`config.mk`:
```
export PLATFORM = sky130hd
export DESIGN_NAME = aha_tlx_input_capsule
export DESIGN_NICKNAME = d
export VERILOG_FILES = /design/src/rtl/aha_tlx_pkg.sv /design/src/rtl/aha_tlx_input_capsule_pulse.sv /design/src/rtl/aha_tlx_input_capsule.sv
export SDC_FILE = /design/constraint.sdc
export NUM_CORES = 1
export LEC_CHECK = 0
export CORE_ASPECT_RATIO = 0.9
export CORE_MARGIN = 2
export CORE_UTILIZATION = 35
export DETAILED_ROUTE_END_ITERATION = 6
export SLEW_MARGIN = 15
export SYNTH_ARGS = -nofsm -noshare
export SYNTH_HDL_FRONTEND = slang
export SYNTH_SLANG_ARGS = --single-unit
```
`constraint.sdc`:
```
create_clock -name CLK -period 6.2 [get_ports CLK]
set_clock_uncertainty 0.05 [all_clocks]
set_input_delay 1.24 -clock CLK [delete_from_list [all_inputs] [get_ports CLK]]
set_output_delay 1.24 -clock CLK [all_outputs]
set_load 0.005 [all_outputs]
```
`src/rtl/aha_tlx_pkg.sv`:
```
// Shared TLX training definitions: receive FSM state encodings, word geometry,
// and a saturating counter helper.
package aha_tlx_pkg;

  localparam int TLX_WORD_W = 32;
  localparam int TLX_IDX_W  = 5;

  typedef enum logic [1:0] {
    ST_IDLE   = 2'd0,
    ST_SEARCH = 2'd1,
    ST_CHECK  = 2'd2,
    ST_FINISH = 2'd3
  } tlx_rx_state_e;

  function automatic logic [TLX_WORD_W-1:0] sat_inc(input logic [TLX_WORD_W-1:0] v);
    return (&v) ? v : v + TLX_WORD_W'(1);
  endfunction

endpackage

```
`src/rtl/aha_tlx_input_capsule_pulse.sv`:
```
// Synchronous edge detector: one-cycle pulses on rising and falling edges of D.
module AhaSyncPulseGen (
  input  logic CLK,
  input  logic RESETn,
  input  logic D,
  output logic RISE_PULSE,
  output logic FALL_PULSE
);

  logic d_q;

  // NOTE: sequential state uses non-blocking assignments so every flop samples
  // pre-edge values regardless of process ordering.
  always_ff @(posedge CLK or negedge RESETn) begin
    if (!RESETn) d_q <= 1'b0;
    else         d_q <= D;
  end

  assign RISE_PULSE = D & ~d_q;
  assign FALL_PULSE = ~D & d_q;

endmodule

```
`src/rtl/aha_tlx_input_capsule.sv`:
```
// Receive-side TLX training capsule: aligns to a serial training word, checks
// following words bit-by-bit and counts good/bad words; passes data through otherwise.
module aha_tlx_input_capsule
  import aha_tlx_pkg::*;
#(
  parameter int SEARCH_TIMEOUT = 1024,
  parameter int LOSS_THRESH    = 4
) (
  input  logic                  CLK,
  input  logic                  RESETn,
  input  logic                  D_IN,
  input  logic                  START,
  input  logic                  CLEAR,
  input  logic [TLX_WORD_W-1:0] SEQUENCE,
  input  logic [TLX_WORD_W-1:0] LENGTH,
  input  logic                  AUTO_STOP,
  input  logic                  MODE,
  output logic                  D_OUT,
  output logic                  DONE,
  output logic                  ACTIVE,
  output logic                  LOCKED,
  output logic                  TIMEOUT,
  output logic [TLX_WORD_W-1:0] MATCH_COUNT,
  output logic [TLX_WORD_W-1:0] ERROR_COUNT
);

  logic start_pulse, clear_pulse, start_fall_unused, clear_fall_unused;

  AhaSyncPulseGen u_start_pulse (
    .CLK(CLK), .RESETn(RESETn), .D(START),
    .RISE_PULSE(start_pulse), .FALL_PULSE(start_fall_unused)
  );

  AhaSyncPulseGen u_clear_pulse (
    .CLK(CLK), .RESETn(RESETn), .D(CLEAR),
    .RISE_PULSE(clear_pulse), .FALL_PULSE(clear_fall_unused)
  );

  tlx_rx_state_e         state, state_next;
  logic [TLX_WORD_W-1:0] shreg, shreg_next, timer, timer_next;
  logic [TLX_WORD_W-1:0] match_cnt, match_next, err_cnt, err_next;
  logic [TLX_IDX_W-1:0]  idx, idx_next;
  logic [3:0]            consec_err, consec_next;
  logic                  word_err, word_err_next, relock, relock_next;
  logic                  done, done_next, timeout, timeout_next;
  logic [TLX_WORD_W-1:0] shifted;
  logic [TLX_WORD_W:0]   word_sum;
  logic                  bit_bad, word_bad;

  assign shifted = {D_IN, shreg[TLX_WORD_W-1:1]};
  assign bit_bad = D_IN != SEQUENCE[idx];

  // NOTE: every signal written here gets a default first so no path can
  // leave it unassigned and infer a latch.
  always_comb begin
    state_next    = state;
    shreg_next    = shreg;
    timer_next    = timer;
    match_next    = match_cnt;
    err_next      = err_cnt;
    idx_next      = idx;
    consec_next   = consec_err;
    word_err_next = word_err;
    relock_next   = relock;
    done_next     = done;
    timeout_next  = timeout;
    word_sum      = '0;
    word_bad      = 1'b0;

    case (state)
      ST_IDLE: begin
        if (start_pulse) begin
          state_next   = ST_SEARCH;
          match_next   = '0;
          err_next     = '0;
          done_next    = 1'b0;
          timeout_next = 1'b0;
          shreg_next   = '0;
          timer_next   = '0;
          relock_next  = 1'b0;
        end
      end
      ST_SEARCH: begin
        shreg_next = shifted;
        if (shifted == SEQUENCE) begin
          match_next    = relock ? sat_inc(match_cnt) : TLX_WORD_W'(1);
          idx_next      = '0;
          consec_next   = '0;
          word_err_next = 1'b0;
          state_next    = (AUTO_STOP && LENGTH <= TLX_WORD_W'(1)) ? ST_FINISH : ST_CHECK;
        end else begin
          timer_next = timer + TLX_WORD_W'(1);
          if (AUTO_STOP && timer == TLX_WORD_W'(SEARCH_TIMEOUT - 1)) begin
            state_next   = ST_FINISH;
            timeout_next = 1'b1;
          end
        end
      end
      ST_CHECK: begin
        idx_next = idx + TLX_IDX_W'(1);
        if (idx == TLX_IDX_W'(TLX_WORD_W - 1)) begin
          word_bad      = word_err | bit_bad;
          word_err_next = 1'b0;
          if (word_bad) begin
            err_next    = sat_inc(err_cnt);
            consec_next = (consec_err == 4'hF) ? consec_err : consec_err + 4'd1;
          end else begin
            match_next  = sat_inc(match_cnt);
            consec_next = '0;
          end
          // Length stop wins over loss of lock when both land on the same word.
          word_sum = {1'b0, match_next} + {1'b0, err_next};
          if (AUTO_STOP && word_sum >= {1'b0, LENGTH}) begin
            state_next = ST_FINISH;
          end else if (consec_next >= 4'(LOSS_THRESH)) begin
            state_next  = ST_SEARCH;
            shreg_next  = '0;
            timer_next  = '0;
            relock_next = 1'b1;
          end
        end else begin
          word_err_next = word_err | bit_bad;
        end
      end
      ST_FINISH: begin
        done_next  = 1'b1;
        state_next = ST_IDLE;
      end
      default: state_next = ST_IDLE;
    endcase

    if (clear_pulse) begin
      state_next    = ST_IDLE;
      shreg_next    = '0;
      timer_next    = '0;
      match_next    = '0;
      err_next      = '0;
      idx_next      = '0;
      consec_next   = '0;
      word_err_next = 1'b0;
      relock_next   = 1'b0;
      done_next     = 1'b0;
      timeout_next  = 1'b0;
    end
  end

  always_ff @(posedge CLK or negedge RESETn) begin
    if (!RESETn) begin
      state      <= ST_IDLE;
      shreg      <= '0;
      timer      <= '0;
      match_cnt  <= '0;
      err_cnt    <= '0;
      idx        <= '0;
      consec_err <= '0;
      word_err   <= 1'b0;
      relock     <= 1'b0;
      done       <= 1'b0;
      timeout    <= 1'b0;
    end else begin
      state      <= state_next;
      shreg      <= shreg_next;
      timer      <= timer_next;
      match_cnt  <= match_next;
      err_cnt    <= err_next;
      idx        <= idx_next;
      consec_err <= consec_next;
      word_err   <= word_err_next;
      relock     <= relock_next;
      done       <= done_next;
      timeout    <= timeout_next;
    end
  end

  assign D_OUT       = MODE ? 1'b0 : D_IN;
  assign DONE        = done;
  assign TIMEOUT     = timeout;
  assign ACTIVE      = (state == ST_SEARCH) || (state == ST_CHECK);
  assign LOCKED      = (state == ST_CHECK);
  assign MATCH_COUNT = match_cnt;
  assign ERROR_COUNT = err_cnt;

endmodule

```
==> metrics.md, run 1 <==
| Metric | Value |
|---|---|
| Clk buf depth | `2` |
| Hold Startpoint | `timer[31]` |
| Initial antenna violation count | `0` |
| Clk sinks | `144` |
| Reg-to-Reg End | `shreg[7]` |
| H-tree level count | `4` |
| CP Data Required Time | `6480 ps` |
| Antenna Nets Post-Route | `0` |
| Max Clock Freq | `0.142 GHz` |
| Delay-heaviest family, CP | `compound AO/OA/AOI/OAI gates` |
| Final net count | `2133` |
| Worst Path Buf+Inv | `6` |
| Max-Cap Viols | `0` |
| Synth Flop Type | `dfrtp_1` |
| Drt pass-1 iters | `5` |
| Startpoint types | `primary input` |
| CP startpoint | `SEQUENCE[6]` |
| Post-synth top area share | `0.285` |
| Pre-CTS setup slack | `-1780 ps` |
| Clock slew at reported path FFs | `70 ps` |
| Worst-Margin Slew | `1400 ps` |
| Pin count of the biggest net entering global routing | `95` |
| Hold Path Class | `reg -> reg` |
| Ports | `140` |
| Critical path fanouts, max | `14` |
| Leak pwr | `0.00853 uW` |
| Vias per std cell | `5.59` |
| Worst reg2reg setup slack | `-610 ps` |
| Worst r2r src | `idx[2]` |
| DP HPWL | `34700 um` |
| Final setup violation count | `66` |
| Final hold viol count | `0` |
| Routed WL | `47100 um` |
| VDD IR max | `0.000276 V` |
| Leading cell types by count after synthesis | `nand2_1, dfrtp_1, o21ai_0, nor2_1, a21oi_1` |
| PortBufs | `139` |
| Hold Path End | `timer[31]` |
| Fin crit share | `1.14` |
| P&R area growth vs syn | `47.8%` |
| Routed len/inst | `19.0 um` |
| Status | `complete, but fails checks` |
| Post-Syn Area | `12600 um2` |
| Crit. End Element | `flip-flop` |
| Floorplan die width | `204 um` |
| Power per cell area | `202 nW/um2` |
| Worst setup margin | `-852 ps` |
| Synth Area per Inst | `8.16 um2` |
| Clock tree from TritonCTS | `done` |
| Post-synthesis register bit count | `144` |
| TritonCTS Buffers | `17` |
| Hold-fix buffers, CTS | `0` |
| Critical Path AT | `7330 ps` |
| Area leader, netlist | `dfrtp_1` |
| RSZ-0062 raised after global routing | `yes` |
| Vias | `13900` |
| Die footprint | `37700 um2` |
| Synth Warn # | `0` |
| Register area share after synthesis | `0.285` |
| Drt initial violations | `1094` |
| Register area | `3600 um2` |
| Power consumption | `3780 uW` |
| Crit Path Category | `in -> reg` |
| Final min period | `7050 ps` |
| Antenna diodes | `0` |
| Gpl congestion | `0.903` |
| Failing checks | `setup timing` |
| Residual DRC count | `0` |
| Rel. slew slack | `0.0649` |
| Post-synth net total | `1695` |
| Post-synth EDFFs | `0` |
| Vias in the first global route | `13400` |
| Number of stages on the worst setup path | `33` |
| Top-count cell post-synth | `nand2_1` |
| Worst reg2reg path depth | `33` |
| Clock root cell | `clkbuf_16` |
| CP max stage cell | `or4_4` |
| GRT Total Usage | `0.247` |
| Crit-path max cell delay | `470 ps` |
| Chip Height | `184 um` |
| Starting Density | `0.353` |
| Share of cells above drive strength 1 | `0.299` |
| Worst hold stages | `1` |
| Skew-Pair Late Insertion Delay | `450 ps` |
| Slew Viols, Final | `0` |
| Row cnt | `66` |
| Layout fillers | `3397` |
| Footprint of the multi-input gates | `9280 um2` |
| Post-synth ARST share | `1.00` |
| Post-Synthesis Cells | `1549` |
| Core Footprint | `35800 um2` |
| Distinct cells, synth | `90` |
| Remaining global-route overflow | `0` |
| Global-route wire length before repair | `73100 um` |
| Synth top area cells | `dfrtp_1, ha_1, xnor2_1, nand2_1, o21ai_0` |
-- power by group --
group          leakage (uW)  switching, uW  internal [uW]
combinational       0.00626           1020            704
clock              0.000279            481            565
sequential          0.00200           36.6            968
-- registers in the layout, indices dropped and copies added (netlist names) --
name / cells
consec_err: 4
relock: 1
ERROR_COUNT: 32
DONE: 1
u_start_pulse.d_q: 1
state: 2
TIMEOUT: 1
idx: 5
MATCH_COUNT: 32
word_err: 1
u_clear_pulse.d_q: 1
timer: 32
shreg: 31
-- placed cells by master, fill, tap and decap left out, types with 9 or more instances in the layout --
cell type | netlist | final
nand2b_1 | 17 | 16
inv_1 | 73 | 73
xor2_1 | 36 | 32
nor2_1 | 101 | 92
mux2_4 | 0 | 15
dfrtp_1 | 144 | 144
buf_6 | 5 | 24
a31oi_1 | 48 | 48
o21a_1 | 10 | 10
a21o_1 | 23 | 23
nor4_1 | 16 | 16
o21ai_0 | 103 | 83
and2_1 | 14 | 13
o21ai_1 | 13 | 28
buf_4 | 6 | 336
mux2i_1 | 34 | 32
buf_2 | 17 | 19
clkdlybuf4s50_1 | 0 | 106
nand3_1 | 65 | 62
o31ai_1 | 37 | 31
clkbuf_16 | 0 | 17
nand4_1 | 41 | 41
o21bai_1 | 9 | 9
nand2_1 | 149 | 146
and3_1 | 35 | 35
nor3_1 | 27 | 22
a41oi_1 | 16 | 15
and4_1 | 9 | 9
ha_1 | 74 | 65
or3_1 | 16 | 13
o31a_1 | 13 | 13
nor2b_1 | 12 | 12
xnor2_1 | 72 | 66
a21oi_1 | 94 | 74
a21oi_2 | 2 | 19
-- stage by stage --
stage	hold slack, ps	TNS [ps]	std cells	cell area (um2)	utilization
2_1_floorplan	403	-30020	1549	12800	-
3_3_place_gp	423	-102320	2419	17000	0.474
3_5_place_dp	431	-109990	2419	17000	0.474
4_1_cts	452	-42110	2468	18100	0.505
5_1_grt	477	-64810	2476	18700	0.521
6_report	445	-48360	2476	18700	0.521
-- final cells by class --
cell class                 instances  share of cell area
inverter                          73              0.0147
sequential                       144               0.193
timing repair buffer             506               0.233
clock buffer                      17              0.0228
multi-input combinational       1245               0.496
tap                              476              0.0319
clock inverter                    15             0.00810
-- logic make-up after synthesis --
logic type      after synthesis  share of synthesized area
flops                       144                      0.285
xor+xnor                    108                     0.0748
fa+ha+maj                    75                     0.0748
simple gates                544                      0.225
compound gates              464                      0.241
mux                          53                     0.0438
buf+inv                     161                     0.0552
-- how the worst max path moves through the flow --
stage | to | slack (ps)
final | shreg[7] | -850
after global routing | shreg[7] | -1090
after CTS | shreg[11] | -760
after detailed placement | shreg[11] | -1780
after global placement | shreg[3] | -1660
after floorplan | shreg[11] | -600
-- layer usage --
metal  global-route usage  wire length, um  up-vias
met4               0.0658              648        0
li1                     -                -     6634
met3               0.0553             2900       43
met2                0.385            21500      400
met5                    0                0        -
met1                0.342            22100     6775
-- what timing repair did --
action                     CTS  global route
setup endpoints to repair   66            66
buffers inserted            10             5
gates cloned                 7             3
hold endpoints to repair     0             0
pin swaps                   16            40
gates resized for setup    209            94
(Power assumes the default switching activity.)
==> run 2, diff against run 1 <==
==> constraint.sdc (replaced) <==
create_clock -name CLK -period 7.44 [get_ports CLK]
set_clock_uncertainty 0.05 [all_clocks]
set_input_delay 1.488 -clock CLK [delete_from_list [all_inputs] [get_ports CLK]]
set_output_delay 1.488 -clock CLK [all_outputs]
set_load 0.005 [all_outputs]
==> run 2 against run 1 <==
  * The run now ends clean
  * Critical path depth up 2
  * Sequential power fell by 16%
  * Clock-buffer cell count is 1 higher
  * Worst setup slack better by 950 ps
  * Register-to-register slack better by 1100 ps
  * Via count decreased by 2.3%
  * Hold slack better by 18 ps
  * Highest routed layer unchanged
==> metrics.md, run 2 (synthesized netlist as in run 1, its figures left out) <==
| Metric | Value |
|---|---|
| Reg-to-Reg End | `shreg[15]` |
| Pre-CTS setup slack | `-1470 ps (+309 ps)` |
| Pin count of the biggest net entering global routing | `80 (-16%)` |
| Crit Path Category | `in -> reg` |
| Status | `complete, no violations` |
| Rel. slew slack | `0.291 (+0.226)` |
| Clk buf depth | `2 (unchanged)` |
| Slew Viols, Final | `0 (unchanged)` |
| Fin crit share | `0.986` |
| Final setup violation count | `0 (-100%)` |
| Share of cells above drive strength 1 | `0.243 (-0.0563)` |
| Final min period | `7340 ps` |
| Crit-path most repeated cell | `buf_6` |
| Antenna Nets Post-Route | `0 (unchanged)` |
| Max-Cap Viols | `0 (unchanged)` |
| Hold Path End | `timer[31]` |
| Final hold viol count | `0 (unchanged)` |
| Fin area | `17300 um2 (-7.4%)` |
| Startpoint types | `primary input` |
| Drt initial violations | `1129 (+3.2%)` |
| DP HPWL | `31800 um (-8.4%)` |
| Final net count | `2012 (-5.7%)` |
| Vias | `13500 (-2.3%)` |
| Gpl congestion | `0.956 (+5.8%)` |
| Worst-Margin Slew | `1060 ps (-336 ps)` |
| VDD IR max | `0.000221 V (-20%)` |
| Ports | `140 (unchanged)` |
| Die footprint | `37700 um2 (unchanged)` |
| Skew-Pair Late Insertion Delay | `450 ps (about the same)` |
| Drt pass-1 iters | `5 (unchanged)` |
| Leak pwr | `0.00781 uW (-8.5%)` |
| Worst hold stages | `1 (unchanged)` |
| Worst reg2reg path depth | `36 (+9.1%)` |
| Worst r2r src | `idx[1]` |
| Row cnt | `66 (unchanged)` |
| Core Footprint | `35800 um2 (unchanged)` |
| Routed WL | `44800 um (-4.8%)` |
| Clock tree from TritonCTS | `done` |
| Placed cell areas | `15900 um2 (-6.4%)` |
| RSZ-0062 raised after global routing | `yes` |
| Global-route wire length before repair | `70000 um (-4.2%)` |
| Vias in the first global route | `13200 (-2.0%)` |
| PortBufs | `139 (unchanged)` |
| Vias per std cell | `5.75 (+2.7%)` |
| Clock slew at reported path FFs | `70 ps (about the same)` |
| Routed len/inst | `19.0 um (about the same)` |
| Residual DRC count | `0 (unchanged)` |
| TritonCTS Buffers | `17 (unchanged)` |
| Setup TNS | `0 ps (+48360 ps)` |
| Power per cell area | `172 nW/um2 (-15%)` |
| Critical path fanouts, max | `21 (+7)` |
| CP Data Required Time | `7720 ps (+1240 ps)` |
| Starting Density | `0.353 (unchanged)` |
| Critical Path AT | `7620 ps (+290 ps)` |
| Worst setup margin | `102 ps (+953 ps)` |
| H-tree level count | `4 (unchanged)` |
| Antenna diodes | `0 (unchanged)` |
| Worst reg2reg setup slack | `530 ps (+1140 ps)` |
| Min Hold Slack | `462 ps (+18.0 ps)` |
| P&R area growth vs syn | `36.9%` |
| Hold Startpoint | `timer[31]` |
| Final Util | `0.483 (-0.0384)` |
| Clk sinks | `144 (unchanged)` |
| Hold Path Class | `reg -> reg` |
| Chip Height | `184 um (unchanged)` |
| Remaining global-route overflow | `0 (unchanged)` |
| Crit. End Element | `flip-flop` |
| Crit-path max cell delay | `580 ps (+110 ps)` |
| Initial antenna violation count | `0 (unchanged)` |
| Most common cell after layout, fill and taps aside | `buf_4` |
| Floorplan die width | `204 um (unchanged)` |
| CP startpoint | `SEQUENCE[10]` |
| Commonest cells after routing, fill and taps aside | `buf_4, nand2_1, dfrtp_1` |
| Clock root cell | `clkbuf_16` |
| CP max stage cell | `or4_4` |
| Max Clock Freq | `0.136 GHz` |
| GRT Total Usage | `0.235 (-0.0114)` |
[run 2: stage by stage]
stage | power (uW) | cells
floorplan | 1490 | 1549
global placement | 1890 | 2295
detailed placement | 1910 | 2295
CTS | 2970 | 2355
global route | 3120 | 2355
finish | 2980 | 2355
[run 2: layout make-up]
class	instances	area (um2)
Fill cell	3483	18500
Multi-Input combinational cell	1246	9020
Sequential cell	144	3600
Timing Repair Buffer	384	3240
Tap cell	476	596
Clock buffer	18	429
Inverter	73	274
Clock inverter	14	149
[run 2: what timing repair did]
action,CTS,global route
buffers inserted,24,2
pin swaps,63,33
resized for setup,150,127
hold buffers,0,0
setup endpoints to repair,66,66
cloned,5,0
[run 2: layer usage]
metal | vias to the layer above | global-route usage | routed length, um
li1 | 6369 | - | -
met1 | 6552 | 0.303 | 19200
met2 | 508 | 0.380 | 20700
met3 | 102 | 0.0449 | 3050
met4 | 0 | 0.109 | 1860
met5 | - | 0 | 0
[run 2: where the power goes]
group	switching (uW)	internal [uW]	total, uW
Sequential	32.3	806	839
Combinational	769	480	1250
Clock	422	474	896
[run 2: how the worst max path moves through the flow]
stage	end	slack, ps
after CTS	shreg[26]	4
after global placement	shreg[9]	-1390
final	shreg[15]	100
after detailed placement	shreg[18]	-1470
after global routing	shreg[1]	-160
after floorplan	shreg[11]	80
[run 2: critical path: cells and delay by family]
kind | cells | cell delay, ps
AND/OR/NAND/NOR | 11 | 1900
AO/OA/AOI/OAI | 10 | 1600
buffers and inverters | 8 | 1150
multiplexers | 2 | 530
adder cells (fa/ha/maj) | 2 | 600
XOR/XNOR | 2 | 340
